File: config.mk
export PLATFORM = sky130hd
export DESIGN_NAME = thor2024_fpu_issue_queue_flat
export DESIGN_NICKNAME = d
export VERILOG_FILES = /design/src/rtl/thor2024_fpu_issue_queue_if.sv /design/src/rtl/thor2024_fpu_issue_queue.sv /design/src/flat_wrapper.sv
export SDC_FILE = /design/constraint.sdc
export NUM_CORES = 1
export LEC_CHECK = 0
export CORE_UTILIZATION = 47
export CTS_BUF_LIST = sky130_fd_sc_hd__clkbuf_8
export DETAILED_ROUTE_END_ITERATION = 16
export GPL_ROUTABILITY_DRIVEN = 0
export PLACE_DENSITY_LB_ADDON = 0.25
export SYNTH_ARGS = -nofsm -noshare
export SYNTH_HDL_FRONTEND = slang
export SYNTH_SLANG_ARGS = --single-unit
File: constraint.sdc
create_clock -name clk_i -period 5.32 [get_ports clk_i]
set_clock_uncertainty 0.05 [all_clocks]
set_input_delay 1.064 -clock clk_i [delete_from_list [all_inputs] [get_ports clk_i]]
set_output_delay 1.064 -clock clk_i [all_outputs]
set_load 0.01 [all_outputs]
File: src/rtl/thor2024_fpu_issue_queue_if.sv
// Issue-queue bus: upstream enqueue port plus the FPU issue/completion port.
// The queue itself uses the slave view; whatever drives ops in and plays
// the FPU uses the master view.
interface thor2024_fpu_issue_queue_if #(
  parameter int IW = 41,
  parameter int TW = 5
);
  // upstream (decode/rename) side
  logic          enq_v;
  logic          enq_fpu;
  logic [IW-1:0] enq_instr;
  logic [TW-1:0] enq_tag;
  logic          enq_rdy;
  // FPU side
  logic          fpu_req;
  logic [IW-1:0] fpu_instr;
  logic [TW-1:0] fpu_tag;
  logic          fpu_ack;
  logic          fpu_done;

  modport master (
    output enq_v, enq_fpu, enq_instr, enq_tag,
    input  enq_rdy,
    input  fpu_req, fpu_instr, fpu_tag,
    output fpu_ack, fpu_done
  );

  modport slave (
    input  enq_v, enq_fpu, enq_instr, enq_tag,
    output enq_rdy,
    output fpu_req, fpu_instr, fpu_tag,
    input  fpu_ack, fpu_done
  );
endinterface

File: src/rtl/thor2024_fpu_issue_queue.sv
// In-order FPU issue queue. Holds decoded FPU ops between rename and the FPU,
// hands the head op to the FPU over a req/ack handshake, and throttles issue
// so that no more than MAX_INFLIGHT ops are outstanding in the FPU.
module thor2024_fpu_issue_queue #(
  parameter int DEPTH        = 4,
  parameter int IW           = 41,
  parameter int TW           = 5,
  parameter int MAX_INFLIGHT = 2
) (
  input  logic                       clk_i,
  input  logic                       rst_i,
  input  logic                       flush_i,
  thor2024_fpu_issue_queue_if.slave  bus_io,
  output logic [$clog2(DEPTH):0]     count_o,
  output logic [2:0]                 inflight_o,
  output logic                       err_o
);

  localparam int PW = $clog2(DEPTH);
  localparam int CW = PW + 1;

  // Entry storage: instruction and ROB tag kept side by side.
  logic [IW-1:0] instr_mem_q [DEPTH];
  logic [TW-1:0] tag_mem_q   [DEPTH];

  logic [PW-1:0] rd_ptr_q,   rd_ptr_d;
  logic [PW-1:0] wr_ptr_q,   wr_ptr_d;
  logic [CW-1:0] count_q,    count_d;
  logic [2:0]    inflight_q, inflight_d;
  logic          err_q,      err_d;

  logic          enq_rdy_s;
  logic          fpu_req_s;
  logic          enq_s;
  logic          iss_s;

  // Handshake qualifiers, all derived from registered state (no bypass paths).
  always_comb begin
    enq_rdy_s = (count_q < CW'(DEPTH));
    fpu_req_s = (count_q != {CW{1'b0}}) && (inflight_q < 3'(MAX_INFLIGHT));
    enq_s     = bus_io.enq_v & bus_io.enq_fpu & enq_rdy_s & ~flush_i;
    iss_s     = fpu_req_s & bus_io.fpu_ack;
  end

  // Next-state for pointers, occupancy, in-flight counter and error flag.
  always_comb begin
    rd_ptr_d   = rd_ptr_q;
    wr_ptr_d   = wr_ptr_q;
    count_d    = count_q;
    inflight_d = inflight_q;
    err_d      = err_q;

    // A flush empties the queue; an op issued in the same cycle has already
    // left it, so only the in-flight bookkeeping still sees that issue.
    if (flush_i) begin
      rd_ptr_d = {PW{1'b0}};
      wr_ptr_d = {PW{1'b0}};
      count_d  = {CW{1'b0}};
    end else begin
      if (enq_s) begin
        wr_ptr_d = wr_ptr_q + PW'(1);
      end else begin
        wr_ptr_d = wr_ptr_q;
      end
      if (iss_s) begin
        rd_ptr_d = rd_ptr_q + PW'(1);
      end else begin
        rd_ptr_d = rd_ptr_q;
      end
      case ({enq_s, iss_s})
        2'b10:   count_d = count_q + CW'(1);
        2'b01:   count_d = count_q - CW'(1);
        default: count_d = count_q;
      endcase
    end

    // Completion with nothing outstanding is a protocol error; the counter
    // is held at zero rather than wrapping.
    case ({iss_s, bus_io.fpu_done})
      2'b10: inflight_d = inflight_q + 3'd1;
      2'b01: begin
        if (inflight_q != 3'd0) begin
          inflight_d = inflight_q - 3'd1;
        end else begin
          inflight_d = 3'd0;
          err_d      = 1'b1;
        end
      end
      default: inflight_d = inflight_q;
    endcase
  end

  // State registers; reset wins over flush, enqueue, issue and completion.
  always_ff @(posedge clk_i) begin
    if (rst_i) begin
      rd_ptr_q   <= {PW{1'b0}};
      wr_ptr_q   <= {PW{1'b0}};
      count_q    <= {CW{1'b0}};
      inflight_q <= 3'd0;
      err_q      <= 1'b0;
    end else begin
      rd_ptr_q   <= rd_ptr_d;
      wr_ptr_q   <= wr_ptr_d;
      count_q    <= count_d;
      inflight_q <= inflight_d;
      err_q      <= err_d;
    end
  end

  // Entry write; storage needs no reset since count gates every read.
  always_ff @(posedge clk_i) begin
    if (enq_s) begin
      instr_mem_q[wr_ptr_q] <= bus_io.enq_instr;
      tag_mem_q[wr_ptr_q]   <= bus_io.enq_tag;
    end
  end

  // Output drive: head entry and status straight from registered state.
  always_comb begin
    bus_io.enq_rdy   = enq_rdy_s;
    bus_io.fpu_req   = fpu_req_s;
    bus_io.fpu_instr = instr_mem_q[rd_ptr_q];
    bus_io.fpu_tag   = tag_mem_q[rd_ptr_q];
    count_o          = count_q;
    inflight_o       = inflight_q;
    err_o            = err_q;
  end

endmodule
File: src/flat_wrapper.sv
// flat-port wrapper written by rule: the top's interface ports become plain ports
module thor2024_fpu_issue_queue_flat 
#(
  parameter int DEPTH        = 4,
  parameter int IW           = 41,
  parameter int TW           = 5,
  parameter int MAX_INFLIGHT = 2
)
  (clk_i, rst_i, flush_i, count_o, inflight_o, err_o, bus_io_enq_v, bus_io_enq_fpu, bus_io_enq_instr, bus_io_enq_tag, bus_io_enq_rdy, bus_io_fpu_req, bus_io_fpu_instr, bus_io_fpu_tag, bus_io_fpu_ack, bus_io_fpu_done);
  thor2024_fpu_issue_queue_if #(.IW(IW), .TW(TW)) bus_io_i ();
  input  logic clk_i;
  input  logic rst_i;
  input  logic flush_i;
  output logic [$clog2(DEPTH):0] count_o;
  output logic [2:0] inflight_o;
  output logic err_o;
  input wire logic [$bits(bus_io_i.enq_v)-1:0] bus_io_enq_v;
  input wire logic [$bits(bus_io_i.enq_fpu)-1:0] bus_io_enq_fpu;
  input wire logic [$bits(bus_io_i.enq_instr)-1:0] bus_io_enq_instr;
  input wire logic [$bits(bus_io_i.enq_tag)-1:0] bus_io_enq_tag;
  output wire logic [$bits(bus_io_i.enq_rdy)-1:0] bus_io_enq_rdy;
  output wire logic [$bits(bus_io_i.fpu_req)-1:0] bus_io_fpu_req;
  output wire logic [$bits(bus_io_i.fpu_instr)-1:0] bus_io_fpu_instr;
  output wire logic [$bits(bus_io_i.fpu_tag)-1:0] bus_io_fpu_tag;
  input wire logic [$bits(bus_io_i.fpu_ack)-1:0] bus_io_fpu_ack;
  input wire logic [$bits(bus_io_i.fpu_done)-1:0] bus_io_fpu_done;
  assign bus_io_i.enq_v = bus_io_enq_v;
  assign bus_io_i.enq_fpu = bus_io_enq_fpu;
  assign bus_io_i.enq_instr = bus_io_enq_instr;
  assign bus_io_i.enq_tag = bus_io_enq_tag;
  assign bus_io_enq_rdy = bus_io_i.enq_rdy;
  assign bus_io_fpu_req = bus_io_i.fpu_req;
  assign bus_io_fpu_instr = bus_io_i.fpu_instr;
  assign bus_io_fpu_tag = bus_io_i.fpu_tag;
  assign bus_io_i.fpu_ack = bus_io_fpu_ack;
  assign bus_io_i.fpu_done = bus_io_fpu_done;
  thor2024_fpu_issue_queue #(.DEPTH(DEPTH), .IW(IW), .TW(TW), .MAX_INFLIGHT(MAX_INFLIGHT)) u_core (.clk_i(clk_i), .rst_i(rst_i), .flush_i(flush_i), .bus_io(bus_io_i), .count_o(count_o), .inflight_o(inflight_o), .err_o(err_o));
endmodule
==> metrics.md <==
| Metric | Value |
|---|---|
| Delay-heaviest family, CP | flip-flops |
| WHS | 0.437 ns |
| Hold Vio Cnt, Final | 0 |
| Setup bufs post-CTS | 0 |
| CP bufs+invs | 1 |
| Yosys warns | 0 |
| Slew Viols, Final | 0 |
| DRC violations left | 0 |
| Port Buffers | 107 |
| Post-synth ARST share | 0 |
| Design Area, Final | 9110 um2 |
| Slew HR | 0.314 |
| Peak Freq | 272 MHz |
| Fraction of layout cells with a size suffix above 1 | 0.189 |
| Mapped Cells | 328 |
| Worst EP arrival | 2.56 ns |
| GRT Util Overall | 0.168 |
| Setup TNS | 0 ns |
| Hold Path Class | register to register |
| # IOs | 108 |
| Worst VDD drop | 0.147 mV |
| Worst Path Class, Setup | register to primary output |
| CP required | 4.21 ns |
| ANT nets after route | 0 |
| H-tree levels | 4 |
| Core area | 15300 um2 |
| Most frequent cells in the layout | edfxtp_1 (184), clkdlybuf4s50_1 (107), mux4_2 (46) |
| Max-Cap Viols | 0 |
| DP Area | 8700 um2 |
| Root Driver | clkbuf_8 |
| Top post-synthesis cells by area | edfxtp_1 (75%), mux4_2 (14%), dfxtp_1 (3.5%) |
| Critical path's slowest cell | dfxtp_4 |
| Number of diodes | 0 |
| RSZ-0062 raised after global routing | no |
| Synth unique cells | 29 |
| CTS Buffer Depth | 2 |
| Post-synthesis mux area share | 0.146 |
| Hold-fix buffers at CTS | 0 |
| Status | finished, final reports clean |
| Count of clock tree sinks | 197 |
| Min cycle time layout | 3.68 ns |
| Syn Nets | 392 |
| First-pass GRT wire length | 19.6 mm |
| CTS Buf Count | 17 |
| Pre-CTS WS | 1.36 ns |
| TritonCTS clock tree | yes |
| Fin worst setup slack | 1.64 ns |
| Synth Area in Simple Gates | 0.0209 |
| Crit-path cells | mux4_2 > clkdlybuf4s50_1 |
| Worst-path clk slew | 0.08 ns |
| Die X | 127 um |
| CP endpoint kind | primary output |
| Synth Area in Compound Gates | 0.00984 |
| Global route overflow | 0 |
| Setup violators final | 0 |
| Post-synth top area cell | edfxtp_1 |
| Main combinational cell family by area after synthesis | multiplexers |
| Vias in the first global route | 3678 |
| Seq/Total Area, Yosys | 0.784 |
| DR pass1 iterations | 5 |
| Die outline area | 16200 um2 |
| Mean post-synth cell area | 22.5 um2 |
| Initial antenna violation count | 0 |
| Crit share post-route | 0.691 |
| Resized Gates After CTS | 0 |
| Commonest non-fill, non-tap cell in the layout | edfxtp_1 |
| Worst-Skew Late Latency | 0.43 ns |
| DRT iter0 DRCs | 271 |
| Wire per inst | 18.6 um |
| Post-synth top flop | edfxtp_1 |
| Actual slew at the worst max-slew pin | 1.01 ns |
| Die Span Y | 127 um |
| Starting density of the core | 0.483 |
| LEAKAGE | 2.89 nW |
| Area share of fa/ha/maj cells after synthesis | 0.0197 |
| Yosys top cell area share | 0.749 |
| Post-synthesis xor/xnor area fraction | 0.00356 |
| HPWL Detailed | 7.87 mm |
| Post-Syn Area | 7380 um2 |
| CP startpoint kind | register |
| Post-synth EDFFs | 184 |
| # rows | 45 |
| Final net count | 512 |
| Via density | 5.13 |
| Via count | 3449 |
| Pwr Density | 307 nW/um2 |
| P&R area growth vs syn | 23.5% |
| Largest net degree at the start of global routing | 47 |
| Drt total wl | 12.5 mm |
| Synth Register Bits | 197 |
| Worst path max stage delay | 0.97 ns |
| Max FO, Critical Path | 46 |
==> logic make-up (layout without fill, tap and decap cells) <==
kind of cell | count (synthesis) | in the layout
AOI/OAI and AO/OA | 12 | 12
xor gates and xnor gates | 3 | 3
adders and majority gates | 11 | 11
buffers and inverters | 25 | 158
DFF | 197 | 197
muxes | 50 | 50
and+or+nand+nor | 30 | 30
==> layout make-up <==
class	count	area [um2]
Clock buffer	21	289
Inverter	13	48.8
Timing Repair Buffer	113	1120
Multi-Input combinational cell	106	1480
Sequential cell	197	5790
Clock inverter	11	123
Tap cell	211	264
Fill cell	1105	6150
==> power breakdown <==
part / switching [mW] / internal, mW / total, mW
Combinational: 0.0549 / 0.0767 / 0.132
Sequential: 0.00730 / 1.71 / 1.71
Clock: 0.452 / 0.505 / 0.957
Total: 0.514 / 2.29 / 2.80
==> worst min-delay path, cell delays in order, from the launching register on <==
cell and delay, ns:
dfxtp_1 0.31, o31ai_1 0.06, a21oi_1 0.07
==> through the flow <==
stage / power (mW) / util / std cells
2_1_floorplan: 1.79 / - / 328
3_3_place_gp: 1.88 / 0.570 / 640
3_5_place_dp: 1.88 / 0.570 / 640
4_1_cts: 2.82 / 0.597 / 672
5_1_grt: 2.89 / 0.597 / 672
6_report: 2.80 / 0.597 / 672
==> Yosys cell counts, drive strengths merged (3+ instances only) <==
cell	n
mux4	46
ha	10
nor2	13
nand2	3
inv	13
dfxtp	13
edfxtp	184
or2	3
and2	4
clkbuf	3
buf	9
a21oi	7
==> state kept, by name, summed over array words and instances (netlist names), named ones only <==
| name | count |
|---|---|
| u_core.tag_mem_q | 20 |
| u_core.instr_mem_q | 164 |
| u_core.inflight_o | 3 |
| u_core.err_o | 1 |
| u_core.rd_ptr_q | 2 |
| u_core.wr_ptr_q | 2 |
| u_core.count_o | 3 |
==> routing by layer <==
metal  track usage  wire (um)
met1         0.215       5470
met4        0.0504        160
met5             0          0
met3        0.0653        759
met2         0.266       6110
==> final timing paths <==
path,cells after the start,to,slack (ns),start
max,2,bus_io_fpu_tag[0],1.64,register
min,2,register,0.44,u_core.rd_ptr_q[1]$_SDFFE_PP0P_
max reg2reg,3,u_core.instr_mem_q[0][28]$_DFFE_PP_,2.55,u_core.count_o[2]$_SDFFE_PP0P_
min reg2reg,2,register,0.44,u_core.rd_ptr_q[1]$_SDFFE_PP0P_
(Power assumes the default switching activity.)
